[src/rtl/sprite_line_scheduler_if.sv]
// Control and list-read bundle between sprite_line_scheduler and its client.
// The master side (frame_displayer and line timing) drives line_start, line_y
// and rd_idx. The slave side (the scheduler) returns status and list entries.
interface sprite_line_scheduler_if #(
  parameter int COORD_W = 10,
  parameter int YOFF_W  = 6
);
  logic               line_start;
  logic [COORD_W-1:0] line_y;
  logic               busy;
  logic               done;
  logic [3:0]         active_count;
  logic               overflow;
  logic [2:0]         rd_idx;
  logic [3:0]         rd_slot;
  logic [COORD_W-1:0] rd_x;
  logic [YOFF_W-1:0]  rd_y_off;
  logic [2:0]         rd_state;

  modport master (
    output line_start, line_y, rd_idx,
    input  busy, done, active_count, overflow,
    input  rd_slot, rd_x, rd_y_off, rd_state
  );

  modport slave (
    input  line_start, line_y, rd_idx,
    output busy, done, active_count, overflow,
    output rd_slot, rd_x, rd_y_off, rd_state
  );
endinterface

[src/rtl/sprite_line_scheduler.sv]
// Per-scanline sprite scheduler. During horizontal blanking it walks every
// sprite slot, one per cycle, and collects up to MAX_ACTIVE slots that cover
// the requested line. The list is then published to a double-buffered set of
// registers, which frame_displayer reads through a combinational indexed port.
// Optional macro SPRITE_PRIORITY_ROTATE_EN: the scan start slot rotates by one
// after every overflowing line, so dropped sprites rotate across lines.
module sprite_line_scheduler #(
  parameter int NUM_SPRITES = 10,
  parameter int MAX_ACTIVE  = 4,
  parameter int SPRITE_H    = 64,
  parameter int COORD_W     = 10
) (
  input  logic                           Clk,
  input  logic                           Reset_n,
  input  logic [NUM_SPRITES*COORD_W-1:0] spr_x,
  input  logic [NUM_SPRITES*COORD_W-1:0] spr_y,
  input  logic [NUM_SPRITES*3-1:0]       spr_state,
  sprite_line_scheduler_if.slave         bus
);

  localparam int YOFF_W = $clog2(SPRITE_H);
  localparam logic [3:0]       LAST_SLOT = 4'(NUM_SPRITES - 1);
  localparam logic [3:0]       MAX_CNT   = 4'(MAX_ACTIVE);
  localparam logic [COORD_W:0] SPR_H_EXT = (COORD_W + 1)'(SPRITE_H);

  typedef enum logic [1:0] {IDLE, SCAN, PUBLISH} state_t;

  typedef struct packed {
    logic [3:0]         slot;
    logic [COORD_W-1:0] x;
    logic [YOFF_W-1:0]  yoff;
    logic [2:0]         state;
  } entry_t;

  state_t             state_q, state_d;
  logic [COORD_W-1:0] ly_q, ly_d;
  logic [3:0]         scan_cnt_q, scan_cnt_d;
  logic [3:0]         slot_q, slot_d;
  logic [3:0]         wcnt_q, wcnt_d;
  logic [3:0]         pcnt_q, pcnt_d;
  logic               wov_q, wov_d;
  logic               pov_q, pov_d;
  logic               done_q, done_d;
  entry_t             work_q [MAX_ACTIVE];
  entry_t             work_d [MAX_ACTIVE];
  entry_t             pub_q  [MAX_ACTIVE];
  entry_t             pub_d  [MAX_ACTIVE];
  logic [3:0]         start_slot;

`ifdef SPRITE_PRIORITY_ROTATE_EN
  logic [3:0]         rot_ptr_q, rot_ptr_d;
  assign start_slot = rot_ptr_q;
`else
  assign start_slot = '0;
`endif

  // Fields of the slot currently being scanned
  logic [COORD_W-1:0] sel_x, sel_y;
  logic [2:0]         sel_st;
  logic [COORD_W:0]   y_diff;
  logic               hit;
  entry_t             new_entry;

  // Select the current slot's coordinates and state from the packed inputs
  always_comb begin
    sel_x  = '0;
    sel_y  = '0;
    sel_st = '0;
    for (int unsigned i = 0; i < NUM_SPRITES; i++) begin
      if (slot_q == 4'(i)) begin
        sel_x  = spr_x[i*COORD_W +: COORD_W];
        sel_y  = spr_y[i*COORD_W +: COORD_W];
        sel_st = spr_state[i*3 +: 3];
      end
    end
  end

  // Hit test: active slot whose vertical span covers the latched line, no wrap
  always_comb begin
    y_diff          = {1'b0, ly_q} - {1'b0, sel_y};
    hit             = (sel_st != 3'd0) && (ly_q >= sel_y) && (y_diff < SPR_H_EXT);
    new_entry.slot  = slot_q;
    new_entry.x     = sel_x;
    new_entry.yoff  = y_diff[YOFF_W-1:0];
    new_entry.state = sel_st;
  end

  // Next-state logic for the scan FSM, working list and published list
  always_comb begin
    state_d    = state_q;
    ly_d       = ly_q;
    scan_cnt_d = scan_cnt_q;
    slot_d     = slot_q;
    wcnt_d     = wcnt_q;
    pcnt_d     = pcnt_q;
    wov_d      = wov_q;
    pov_d      = pov_q;
    done_d     = 1'b0;
    work_d     = work_q;
    pub_d      = pub_q;
`ifdef SPRITE_PRIORITY_ROTATE_EN
    rot_ptr_d  = rot_ptr_q;
`endif
    case (state_q)
      IDLE: begin
        if (bus.line_start) begin
          ly_d       = bus.line_y;
          wcnt_d     = '0;
          wov_d      = 1'b0;
          scan_cnt_d = '0;
          slot_d     = start_slot;
          state_d    = SCAN;
        end
      end
      SCAN: begin
        if (hit) begin
          if (wcnt_q < MAX_CNT) begin
            for (int unsigned e = 0; e < MAX_ACTIVE; e++) begin
              if (wcnt_q == 4'(e)) work_d[e] = new_entry;
            end
            wcnt_d = wcnt_q + 4'd1;
          end else begin
            wov_d = 1'b1;
          end
        end
        scan_cnt_d = scan_cnt_q + 4'd1;
        slot_d     = (slot_q == LAST_SLOT) ? 4'd0 : slot_q + 4'd1;
        if (scan_cnt_q == LAST_SLOT) state_d = PUBLISH;
      end
      PUBLISH: begin
        pub_d   = work_q;
        pcnt_d  = wcnt_q;
        pov_d   = wov_q;
        done_d  = 1'b1;
        state_d = IDLE;
`ifdef SPRITE_PRIORITY_ROTATE_EN
        if (wov_q) rot_ptr_d = (rot_ptr_q == LAST_SLOT) ? 4'd0 : rot_ptr_q + 4'd1;
`endif
      end
      default: state_d = IDLE;
    endcase
  end

  // State registers with asynchronous active-low reset
  always_ff @(posedge Clk or negedge Reset_n) begin
    if (!Reset_n) begin
      state_q    <= IDLE;
      ly_q       <= '0;
      scan_cnt_q <= '0;
      slot_q     <= '0;
      wcnt_q     <= '0;
      pcnt_q     <= '0;
      wov_q      <= 1'b0;
      pov_q      <= 1'b0;
      done_q     <= 1'b0;
      for (int unsigned e = 0; e < MAX_ACTIVE; e++) begin
        work_q[e] <= '0;
        pub_q[e]  <= '0;
      end
`ifdef SPRITE_PRIORITY_ROTATE_EN
      rot_ptr_q  <= '0;
`endif
    end else begin
      state_q    <= state_d;
      ly_q       <= ly_d;
      scan_cnt_q <= scan_cnt_d;
      slot_q     <= slot_d;
      wcnt_q     <= wcnt_d;
      pcnt_q     <= pcnt_d;
      wov_q      <= wov_d;
      pov_q      <= pov_d;
      done_q     <= done_d;
      work_q     <= work_d;
      pub_q      <= pub_d;
`ifdef SPRITE_PRIORITY_ROTATE_EN
      rot_ptr_q  <= rot_ptr_d;
`endif
    end
  end

  // Status outputs. done is registered, so it coincides with the first
  // cycle in which the newly published list is visible.
  always_comb begin
    bus.busy         = (state_q != IDLE);
    bus.done         = done_q;
    bus.active_count = pcnt_q;
    bus.overflow     = pov_q;
  end

  // Read port: entries at or beyond the published count read as zero
  always_comb begin
    bus.rd_slot  = '0;
    bus.rd_x     = '0;
    bus.rd_y_off = '0;
    bus.rd_state = '0;
    for (int unsigned e = 0; e < MAX_ACTIVE; e++) begin
      if ((bus.rd_idx == 3'(e)) && (4'(e) < pcnt_q)) begin
        bus.rd_slot  = pub_q[e].slot;
        bus.rd_x     = pub_q[e].x;
        bus.rd_y_off = pub_q[e].yoff;
        bus.rd_state = pub_q[e].state;
      end
    end
  end

endmodule
[src/flat_wrapper.sv]
// flat-port wrapper written by rule: the top's interface ports become plain ports
module sprite_line_scheduler_flat 
#(
  parameter int NUM_SPRITES = 10,
  parameter int MAX_ACTIVE  = 4,
  parameter int SPRITE_H    = 64,
  parameter int COORD_W     = 10
)
  (Clk, Reset_n, spr_x, spr_y, spr_state, bus_line_start, bus_line_y, bus_rd_idx, bus_busy, bus_done, bus_active_count, bus_overflow, bus_rd_slot, bus_rd_x, bus_rd_y_off, bus_rd_state);
  sprite_line_scheduler_if #(.COORD_W(COORD_W)) bus_i ();
  input  logic Clk;
  input  logic Reset_n;
  input  logic [NUM_SPRITES*COORD_W-1:0] spr_x;
  input  logic [NUM_SPRITES*COORD_W-1:0] spr_y;
  input  logic [NUM_SPRITES*3-1:0] spr_state;
  input wire logic [$bits(bus_i.line_start)-1:0] bus_line_start;
  input wire logic [$bits(bus_i.line_y)-1:0] bus_line_y;
  input wire logic [$bits(bus_i.rd_idx)-1:0] bus_rd_idx;
  output wire logic [$bits(bus_i.busy)-1:0] bus_busy;
  output wire logic [$bits(bus_i.done)-1:0] bus_done;
  output wire logic [$bits(bus_i.active_count)-1:0] bus_active_count;
  output wire logic [$bits(bus_i.overflow)-1:0] bus_overflow;
  output wire logic [$bits(bus_i.rd_slot)-1:0] bus_rd_slot;
  output wire logic [$bits(bus_i.rd_x)-1:0] bus_rd_x;
  output wire logic [$bits(bus_i.rd_y_off)-1:0] bus_rd_y_off;
  output wire logic [$bits(bus_i.rd_state)-1:0] bus_rd_state;
  assign bus_i.line_start = bus_line_start;
  assign bus_i.line_y = bus_line_y;
  assign bus_i.rd_idx = bus_rd_idx;
  assign bus_busy = bus_i.busy;
  assign bus_done = bus_i.done;
  assign bus_active_count = bus_i.active_count;
  assign bus_overflow = bus_i.overflow;
  assign bus_rd_slot = bus_i.rd_slot;
  assign bus_rd_x = bus_i.rd_x;
  assign bus_rd_y_off = bus_i.rd_y_off;
  assign bus_rd_state = bus_i.rd_state;
  sprite_line_scheduler #(.NUM_SPRITES(NUM_SPRITES), .MAX_ACTIVE(MAX_ACTIVE), .SPRITE_H(SPRITE_H), .COORD_W(COORD_W)) u_core (.Clk(Clk), .Reset_n(Reset_n), .spr_x(spr_x), .spr_y(spr_y), .spr_state(spr_state), .bus(bus_i));
endmodule
[config.mk]
export PLATFORM = sky130hd
export DESIGN_NAME = sprite_line_scheduler_flat
export DESIGN_NICKNAME = d
export VERILOG_FILES = /design/src/rtl/sprite_line_scheduler_if.sv /design/src/rtl/sprite_line_scheduler.sv /design/src/flat_wrapper.sv
export SDC_FILE = /design/constraint.sdc
export NUM_CORES = 1
export LEC_CHECK = 0
export CAP_MARGIN = 20
export CELL_PAD_IN_SITES_DETAIL_PLACEMENT = 0
export CELL_PAD_IN_SITES_GLOBAL_PLACEMENT = 1
export CORE_MARGIN = 4
export CORE_UTILIZATION = 35
export DETAILED_ROUTE_END_ITERATION = 8
export GPL_ROUTABILITY_DRIVEN = 1
export GPL_TIMING_DRIVEN = 0
export PLACE_DENSITY = 0.69
export SLEW_MARGIN = 20
export SYNTH_ARGS = -nofsm -noshare
export SYNTH_HDL_FRONTEND = slang
export SYNTH_SLANG_ARGS = --single-unit
[constraint.sdc]
create_clock -name Clk -period 6.3 [get_ports Clk]
set_input_delay 1.26 -clock Clk [delete_from_list [all_inputs] [get_ports Clk]]
set_output_delay 1.26 -clock Clk [all_outputs]
set_load 0.02 [all_outputs]
==> metrics, run 1 <==
status completed; Mapped Nets between 1,000 and 1,500; WS Path Type reg2reg; fmax ~170 MHz; Startpoint Class flip-flop; Clock Pin Slew Worst Setup and Hold Paths roughly 0.06 ns; DR iter-0 viols between 600 and 700; share of layout cells above drive strength 1 ~23%; Die Area roughly 0.036 mm²; worst hold slack 0.480 ns; crit-path max cell delay 0.74 ns; crit-path cells buf_6, buf_2, buf_1, buf_1, mux4_2, mux2i_1, o21ai_0, ha_1, fa_1, nor2b_1, o31a_1, mux2i_1, and3_1, o211ai_2, nor3_4, buf_6, mux2_4; wire per inst ~23 µm; Reg2Reg Depth 17; CP max stage cell buf_1; hold crit path type reg2reg; clock root buffer clkbuf_16; Routed Antenna Nets 0; Final HPWL DP around 31,000 µm; vias in the first global route around 9,500; worst setup margin approximately 0.46 ns; vias per cell about 5.2; post-synth top area cell dfrtp_1; post-CTS setup buffer count 0; period utilization 92.7%; final hold viol count 0; Arr. time, crit path between 6 and 7 ns; Max IR drop VDD ~0.21 mV; Buffers on Ports around 280; Worst-Margin Slew between 0.9 and 1 ns; # fillers roughly 3,000; Mapped Area 0.0115 mm²; RSZ-0062 raised after global routing no; Layout area overhead 36.6%; FF-to-FF setup slack about 0.46 ns; Power Total roughly 6.0 mW; #FFs+latches synth ~220; ys flop type dfrtp_1; CP top delay family buffers and inverters; post-synth cell types 66; Total Routing Usage GR between 20% and 30%; critical path peak fanout 10; Hold Crit Depth 2; CTS tree yes; WP buf/inv 5; yosys warns 0; drc violations 0; H-Tree Depth 1; initial antenna violation count 3; Longest Clk Path Bufs 3; leak pwr around 6.8 nW; Post-Route WL between 30,000 and 40,000 µm; CP endpoint kind flip-flop; Initial Util a little over a third; Slew Viols, Final 0; worst reg2reg startpoint u_core.slot_q[1]; Tmin final 5.84 ns; CORE AREA around 0.032 mm²; first-pass GRT wire length between 60,000 and 70,000 µm; Synth area leaders dfrtp_1 47%, mux2_2 11%, mux2_4 9.3%; CTS Sinks between 200 and 250; Post-CTS Resized 0; max_cap viols 0; NumNets Final between 1,500 and 2,000; Placer Congestion 0.914; DIE HEIGHT ~190 µm; CTS buffer count 23; DRT Pass-1 Iters 5; sequential fraction of the synthesis area a little under half; count leader, synth dfrtp_1; Mean Syn Cell Area roughly 12 µm²; endpoints failing setup 0; post-placement setup slack 0.349 ns; Synth top area share a little under half; Syn Inst Count approximately 960; most frequent cells after synthesis 215 x dfrtp_1, 116 x mux2_2, 80 x nand2_1; slew margin rel. between 30% and 40%; Worst EP required 6.69 ns; Post-synth EDFFs 0; hold path startpoint u_core.ly_q[8]; Worst R2R End u_core.work_q[0]; Skew-Pair Late Insertion Delay 0.52 ns; PwrDens ~380 mW/mm²; via count 9,027; Final Skew about 0.011 ns; GRT Residual Overflow 0; hold buffers post-CTS 0; Hold Path Sink u_core.ly_q[8]; largest net degree at the start of global routing 88; row count 66; Async S/R FF share, synth 100%; Die X about 190 µm; I/O pin count about 280
-- worst max path at each step --
stage,to,slack (ns),cells after the start,startpoint
floorplan,u_core.work_q[10],1.82,17,u_core.slot_q[1]
global placement,u_core.pub_q[77],-5.05,1,Reset_n
detailed placement,u_core.work_q[1],0.35,17,u_core.slot_q[1]
CTS,u_core.work_q[0],0.34,17,u_core.slot_q[1]
global route,u_core.work_q[7],0.12,17,u_core.slot_q[1]
finish,u_core.work_q[0],0.46,17,u_core.slot_q[1]
-- layout make-up --
cell class / count / area (µm²) / area share (%)
clock inverter: 9 / 139 / 0.885
multi-input combinational: 664 / 5730 / 36.5
tap: 442 / 553 / 3.52
timing repair buffer: 278 / 2820 / 17.9
sequential: 215 / 5380 / 34.3
buffer: 60 / 332 / 2.11
antenna: 3 / 7.51 / 0.0478
inverter: 20 / 75.1 / 0.478
clock buffer: 33 / 663 / 4.22
-- stage by stage --
| step | setup TNS (ns) | area [µm²] | utilization, % | instances |
|---|---|---|---|---|
| after floorplan | 0 | 11500 | - | 959 |
| after global placement | -1084.95 | 14800 | 45.6 | 1676 |
| after detailed placement | 0 | 14900 | 45.9 | 1679 |
| after CTS | 0 | 15700 | 48.4 | 1721 |
| after global routing | 0 | 15700 | 48.4 | 1724 |
| final | 0 | 15700 | 48.4 | 1724 |
-- cell families (layout without fill, tap and decap cells) --
group           Yosys count  after routing  share of synthesized area [%]
compound gates          202            202                           11.9
other cells               0              3                              0
fa+ha+maj                18             18                           2.02
mux                     235            235                           26.7
simple gates            205            205                           8.77
buf+inv                  80            400                           3.54
xor+xnor                  4              4                          0.305
flops                   215            215                           46.8
-- registers in the layout, summed over array words and instances, names as in the netlist, 2 cells and up --
name and flops:
u_core.pub_q 92, u_core.work_q 92, u_core.ly_q 10, u_core.bus.active_count 4, u_core.scan_cnt_q 4, u_core.slot_q 4, u_core.wcnt_q 4, u_core.state_q 2
-- cells in the final DEF, fill, tap and decap left out, types with 6 or more instances in the layout --
| cell | n |
|---|---|
| mux2_4 | 71 |
| nand3_1 | 13 |
| nand2_1 | 80 |
| a221oi_1 | 8 |
| a22oi_1 | 10 |
| mux4_2 | 17 |
| nor2b_1 | 14 |
| inv_1 | 19 |
| ha_1 | 17 |
| buf_6 | 11 |
| o22ai_1 | 16 |
| buf_2 | 8 |
| a21oi_1 | 66 |
| clkbuf_16 | 23 |
| mux2i_1 | 31 |
| clkdlybuf4s50_1 | 274 |
| nor3_1 | 9 |
| nor2_1 | 53 |
| o21a_1 | 6 |
| clkbuf_1 | 38 |
| mux2_2 | 116 |
| dfrtp_1 | 215 |
| a222oi_1 | 24 |
| o21ai_0 | 37 |
| nand2b_1 | 8 |
-- power by group --
group	total [mW]	switching (mW)	internal, mW
registers	1.65	0.102	1.55
clock network	1.42	0.556	0.861
logic	2.91	1.73	1.18
total	5.97	2.39	3.59
-- routing by layer --
metal / up-vias / share of wire, % / track usage [%]
met5: - / 0 / 0
met4: 0 / 1.6 / 3.62
met3: 34 / 5.3 / 3.28
met2: 237 / 48 / 36.5
met1: 4597 / 45 / 30.9
li1: 4159 / - / -
-- worst register-to-register path, stage by stage (launching register included) --
cell      delay (ns)
dfrtp_1         0.39
buf_6           0.17
buf_2           0.28
buf_1           0.55
buf_1           0.75
mux4_2          0.51
mux2i_1         0.16
o21ai_0         0.16
ha_1            0.30
fa_1            0.43
nor2b_1         0.16
o31a_1          0.18
mux2i_1         0.19
and3_1          0.21
o211ai_2        0.23
nor3_4          0.46
buf_6           0.28
mux2_4          0.32
(Power assumes the default switching activity.)
==> run 2, diff against run 1 <==
--- a/config.mk
+++ b/config.mk
@@ -14,7 +14,6 @@
 export GPL_ROUTABILITY_DRIVEN = 1
 export GPL_TIMING_DRIVEN = 0
 export PLACE_DENSITY = 0.69
-export SLEW_MARGIN = 20
 export SYNTH_ARGS = -nofsm -noshare
 export SYNTH_HDL_FRONTEND = slang
 export SYNTH_SLANG_ARGS = --single-unit
==> run 2 against run 1 <==
Clock-buffer cell count shrank 1; critical path type unchanged; sequential share of layout area grew 0.15 points; cell area shrank 0.42%; worst setup slack lost 0.056 ns; largest power group unchanged; sequential power is essentially flat; non-clock buffer count grew 2; global-route usage shrank 0.10 points; flip-flop and latch count is the same; register-to-register slack lost 0.06 ns; clock skew grew 0.0032 ns; clock power shrank 6%; hold slack gained 0.0085 ns.
==> metrics, run 2 (same netlist as run 1, synthesis figures left out) <==
Skew-Pair Late Insertion Delay 0.52 ns (about the same); max_cap viols 0 (unchanged); final hold viol count 0 (unchanged); row count 66 (unchanged); power share of the sequential group 28.0% (+0.4 points); vias in the first global route 9,524 (+0.55%); DRT Pass-1 Iters 5 (unchanged); post-route setup TNS 0 ns (unchanged); Post-Route WL 39,400 µm (-0.32%); Sw Ratio 40.4% (+0.45 points); Routed Antenna Nets 0 (unchanged); Net Sw Power 2.38 mW (-0.24%); CTS tree yes; vias per cell 5.24 (+0.12%); hold crit path type reg2reg; Total Routing Usage GR 21.8% (-0.10 points); post-CTS setup buffer count 0 (unchanged); CORE AREA 0.0325 mm² (unchanged); Worst EP required 6.70 ns (about the same); PwrDens 377 mW/mm² (-0.94%); NumNets Final 1,528 (+0.13%); worst reg2reg startpoint u_core.slot_q[1]; Startpoint Class flip-flop; clock root buffer clkbuf_16; CTS buffer count 23 (unchanged); utilization after layout 48.2% (-0.20 points); crit-path cells buf_6, buf_2, buf_1, buf_1, mux4_2, mux2i_1, o21ai_0, ha_1, fa_1, nor2b_1, o31a_1, mux2i_1, and3_1, o211ai_2, nor3_4, buf_6, mux2_4; Max IR drop VDD 0.196 mV (-5.1%); Buffers on Ports 275 (unchanged); placed instance count 1,681 (+0.12%); P_int 3.51 mW (-2.1%); Regs by FF count u_core.pub_q (92), u_core.work_q (92), u_core.ly_q (10); Placed Area 0.0149 mm² (about the same); DIE HEIGHT 189 µm (unchanged); crit path capture u_core.work_q[1]; first-pass GRT wire length 59,700 µm (-0.68%); wire per inst 22.9 µm (-0.32%); slew margin rel. 37.9% (-1.2 points); Tmin final 5.90 ns (+0.0559 ns); RSZ-0062 raised after global routing no; FF-to-FF setup slack 0.40 ns (-0.06 ns); Post-CTS Resized 0 (unchanged); WP buf/inv 5 (unchanged); Layout area overhead 36.0%; final std cells w/o fill 1,724 (unchanged); hold buffers post-CTS 0 (unchanged); Critical Path Stages 17 (unchanged); I/O pin count 276 (unchanged); Die Area 0.0358 mm² (unchanged); Die X 189 µm (unchanged); endpoints failing setup 0 (unchanged); Slew Viols, Final 0 (unchanged); drc violations 0 (unchanged); WS Path Type reg2reg; GRT Residual Overflow 0 (unchanged); fmax 170 MHz (-0.95%); CP Launch Point u_core.slot_q[1]; commonest non-fill, non-tap cell in the layout clkdlybuf4s50_1; CP endpoint kind flip-flop; Clock Pin Slew Worst Setup and Hold Paths 0.07 ns (about the same); Arr. time, crit path 6.29 ns (+0.06 ns); Worst R2R End u_core.work_q[1]; period utilization 93.6% (+0.89 points); Initial Util 35.4% (unchanged); CTS Sinks 215 (unchanged); CP max stage cell buf_1; Comb pwr share 49.4% (+0.7 points); Worst-Margin Slew 0.930 ns (+0.0168 ns); leak pwr 6.82 nW (-0.38%); largest net degree at the start of global routing 88 (unchanged); CP top delay family buffers and inverters; most frequent cells in the layout 274 x clkdlybuf4s50_1, 215 x dfrtp_1, 116 x mux2_2, 80 x nand2_1, 71 x mux2_4; via count 9,038 (+0.12%); critical path peak fanout 10 (unchanged); design area 0.0156 mm² (-0.42%); Final HPWL DP 30,600 µm (-0.23%); share of layout cells above drive strength 1 22.2% (-0.39 points); Longest Clk Path Bufs 3 (unchanged); status completed; Placer Congestion 0.914 (unchanged); Reg2Reg Depth 17 (unchanged); crit-path max cell delay 0.73 ns (about the same); initial antenna violation count 3 (unchanged); DR iter-0 viols 649 (-5.3%); Power Total 5.89 mW (-1.4%); Final Skew 0.0141 ns (+0.00319 ns); Clock power frac 22.6% (-1.1 points); H-Tree Depth 1 (unchanged)
run 2: cell types whose count changed in the layout (fill, tap and decap cells not counted), sizes merged:
cell    previous run  this run
bufinv             3         2
clkinv             5         4
clkbuf            66        65
inv               21        22
buf               31        33
run 2: power by group through the flow:
stage | Combinational, mW | Clock (mW) | Sequential (mW)
final | 2.91 | 1.33 | 1.65
after floorplan | 1.90 | 0 | 1.64
after global placement | 2.91 | 0 | 1.67
after detailed placement | 2.93 | 0 | 1.67
after global routing | 3.17 | 1.43 | 1.67
after CTS | 2.94 | 1.37 | 1.65
run 2: final cells by class:
| cell class | count | area (µm²) |
|---|---|---|
| diodes | 3 | 7.51 |
| plain buffers | 60 | 332 |
| clock buffers | 32 | 629 |
| clock inverters | 8 | 113 |
| fillers | 2982 | 16800 |
| inverters | 20 | 75.1 |
| multi-input cells | 664 | 5720 |
| flip-flops and latches | 215 | 5380 |
| well taps | 442 | 553 |
| repair buffers | 280 | 2830 |
run 2: how the worst min path moves through the flow:
stage,startpoint,to,slack [ns],depth (start not counted)
2_1_floorplan,u_core.wov_q,u_core.wov_q,0.44,2
3_3_place_gp,u_core.wov_q,u_core.wov_q,0.46,2
3_5_place_dp,u_core.wov_q,u_core.wov_q,0.47,2
4_1_cts,u_core.ly_q[4],u_core.ly_q[4],0.49,2
5_1_grt,u_core.work_q[68],u_core.pub_q[68],0.51,1
6_report,u_core.wov_q,u_core.wov_q,0.49,2
run 2: routing by layer:
| layer | wire, µm | vias up | GRT usage [%] |
|---|---|---|---|
| met4 | 633 | 0 | 4.34 |
| met3 | 2080 | 41 | 3.36 |
| met1 | 17700 | 4562 | 30.6 |
| met2 | 19000 | 277 | 36.1 |
| li1 | - | 4158 | - |
| met5 | 0 | - | 0 |
run 2: worst register-to-register path, stage by stage (launching register included):
cell and delay [ns]:
dfrtp_1 0.40, buf_6 0.17, buf_2 0.29, buf_1 0.60, buf_1 0.73, mux4_2 0.52, mux2i_1 0.16, o21ai_0 0.16
ha_1 0.30, fa_1 0.43, nor2b_1 0.16, o31a_1 0.18, mux2i_1 0.18, and3_1 0.21, o211ai_2 0.23, nor3_4 0.47
buf_6 0.28, mux2_4 0.33
run 2: stage by stage:
stage | setup WS [ns] | hold slack, ns
after floorplan | 1.82 | 0.443
after global placement | -5.05 | 0.463
after detailed placement | 0.374 | 0.471
after CTS | 0.364 | 0.490
after global routing | 0.182 | 0.513
final | 0.404 | 0.489
==> run 3, diff against run 2 <==
--- a/config.mk
+++ b/config.mk
@@ -5,7 +5,6 @@
 export SDC_FILE = /design/constraint.sdc
 export NUM_CORES = 1
 export LEC_CHECK = 0
-export CAP_MARGIN = 20
 export CELL_PAD_IN_SITES_DETAIL_PLACEMENT = 0
 export CELL_PAD_IN_SITES_GLOBAL_PLACEMENT = 1
 export CORE_MARGIN = 4
==> run 3 against run 2 <==
Power is 1.6% lower; hold slack worse by 0.0047 ns; clock-buffer cell count is 1 lower; sequential power hardly changed; cell count is 0.35% lower; sequential share of layout area is 0.18 points higher; routed wire length is 0.43% higher; worst setup slack worse by 0.033 ns; first-iteration DRC count is 2.2% higher; clock skew is 0.0030 ns lower; maximum frequency is 0.55% lower.
==> metrics, run 3 (same netlist as run 1, synthesis figures left out) <==
Initial Util 35.4% (unchanged); CORE AREA 0.0325 mm² (unchanged); vias in the first global route 9,480 (-0.46%); Startpoint Class flip-flop; Post-CTS Resized 0 (unchanged); DRT Pass-1 Iters 6 (+1); slew margin rel. 18.0% (-20 points); Placer Congestion 0.914 (unchanged); endpoints failing setup 0 (unchanged); Slew Viols, Final 0 (unchanged); Die Area 0.0358 mm² (unchanged); critical path peak fanout 10 (unchanged); post-route setup TNS 0 ns (unchanged); max_cap viols 0 (unchanged); hold buffers post-CTS 0 (unchanged); fmax 169 MHz (-0.55%); P_int 3.42 mW (-2.6%); CTS Sinks 215 (unchanged); period utilization 94.1% (+0.52 points); clock root buffer clkbuf_16; Skew-Pair Late Insertion Delay 0.51 ns (about the same); Total Routing Usage GR 21.9% (+0.18 points); most frequent cells in the layout 274 x clkdlybuf4s50_1, 215 x dfrtp_1, 116 x mux2_2, 80 x nand2_1, 71 x mux2_4; H-Tree Depth 1 (unchanged); CTS tree yes; final hold viol count 0 (unchanged); Arr. time, crit path 6.32 ns (+0.03 ns); largest net degree at the start of global routing 88 (unchanged); GRT Residual Overflow 0 (unchanged); Worst-Margin Slew 1.23 ns (+0.299 ns); CTS buffer count 23 (unchanged); Final Skew 0.0111 ns (-0.00305 ns); row count 66 (unchanged); Net Sw Power 2.38 mW (-0.18%); vias per cell 5.29 (+0.98%); Clock power frac 21.1% (-1.5 points); drc violations 0 (unchanged); status completed; via count 9,095 (+0.63%); Comb pwr share 50.4% (+1.0 points); power share of the sequential group 28.5% (+0.5 points); design area 0.0156 mm² (-0.53%); commonest non-fill, non-tap cell in the layout clkdlybuf4s50_1; leak pwr 6.79 nW (-0.56%); PwrDens 373 mW/mm² (-1.1%); RSZ-0062 raised after global routing no; Die X 189 µm (unchanged); NumNets Final 1,527 (-0.065%); Sw Ratio 41.0% (+0.58 points); I/O pin count 276 (unchanged); Tmin final 5.93 ns (+0.0329 ns); hold crit path type reg2reg; Placed Area 0.0149 mm² (about the same); Regs by FF count u_core.pub_q (92), u_core.work_q (92), u_core.ly_q (10); Longest Clk Path Bufs 3 (unchanged); Worst EP required 6.69 ns (about the same); Routed Antenna Nets 0 (unchanged); WS Path Type reg2reg; Buffers on Ports 275 (unchanged); Final HPWL DP 30,700 µm (+0.35%); share of layout cells above drive strength 1 22.0% (-0.23 points); Post-Route WL 39,600 µm (+0.43%); Max IR drop VDD 0.176 mV (-10%); first-pass GRT wire length 60,100 µm (+0.69%); DR iter-0 viols 663 (+2.2%); initial antenna violation count 2 (-1); DIE HEIGHT 189 µm (unchanged); post-CTS setup buffer count 0 (unchanged); wire per inst 23.0 µm (+0.78%); CP endpoint kind flip-flop; # fillers 3,020 (+1.3%); Layout area overhead 35.3%; Clock Pin Slew Worst Setup and Hold Paths 0.06 ns (about the same)
==> run 3: cell count changes in the layout (fill, tap and decap cells not counted) <==
cell,previous run,this run
buf_4,5,4
bufinv_16,2,0
inv_6,1,0
clkbuf_1,40,39
diode_2,3,2
==> run 3: cell type report <==
| cell class | instances | area [µm²] | share of cell area, % |
|---|---|---|---|
| antenna | 2 | 5.00 | 0.0322 |
| buffer | 60 | 332 | 2.13 |
| clock buffer | 31 | 626 | 4.02 |
| clock inverter | 5 | 43.8 | 0.282 |
| inverter | 20 | 75.1 | 0.483 |
| multi-input combinational | 664 | 5720 | 36.7 |
| sequential | 215 | 5380 | 34.6 |
| tap | 442 | 553 | 3.56 |
| timing repair buffer | 279 | 2820 | 18.1 |
==> run 3: stage by stage <==
step / util (%) / hold WS [ns] / cells / setup slack, ns / total power [mW]
2_1_floorplan: - / 0.443 / 959 / 1.82 / 3.54
3_3_place_gp: 45.6 / 0.463 / 1676 / -5.05 / 4.57
3_5_place_dp: 45.8 / 0.471 / 1680 / 0.326 / 4.60
4_1_cts: 47.9 / 0.487 / 1716 / 0.327 / 5.85
5_1_grt: 47.9 / 0.508 / 1718 / 0.113 / 6.17
6_report: 47.9 / 0.484 / 1718 / 0.371 / 5.80
==> run 3: power groups by stage <==
| stage | clock network (mW) | logic, mW | registers [mW] |
|---|---|---|---|
| CTS | 1.26 | 2.95 | 1.65 |
| global route | 1.32 | 3.18 | 1.67 |
| global placement | 0 | 2.91 | 1.67 |
| detailed placement | 0 | 2.93 | 1.67 |
| finish | 1.22 | 2.92 | 1.65 |
| floorplan | 0 | 1.90 | 1.64 |
==> run 3: path summary, 6_finish.rpt <==
kind,from,endpoint,slack (ns),cells after the start
worst min-delay path,u_core.ly_q[5],u_core.ly_q[5],0.48,2
worst max-delay path,u_core.slot_q[1],u_core.work_q[7],0.37,17
worst min register to register,u_core.ly_q[5],u_core.ly_q[5],0.48,2
worst max register to register,u_core.slot_q[1],u_core.work_q[7],0.37,17
max in group asynchronous,Reset_n,u_core.work_q[7],4.50,3
min in group asynchronous,Reset_n,u_core.work_q[11],0.66,1
==> run 3: worst max-delay path, cell delays in order, from the launching register on <==
cell and delay [ns]:
dfrtp_1 0.40, buf_6 0.17, buf_2 0.29, buf_1 0.61, buf_1 0.75, mux4_2 0.50
mux2i_1 0.16, o21ai_0 0.17, ha_1 0.30, fa_1 0.43, nor2b_1 0.16, o31a_1 0.18
mux2i_1 0.18, and3_1 0.21, o211ai_2 0.23, nor3_4 0.46, buf_6 0.28, mux2_4 0.31
==> run 3: layer usage <==
metal,vias up,share of wire [%],track usage [%]
li1,4150,-,-
met1,4578,45,31.1
met2,304,47,35.7
met3,63,5.7,3.37
met4,0,2.5,5.15
met5,-,0,0
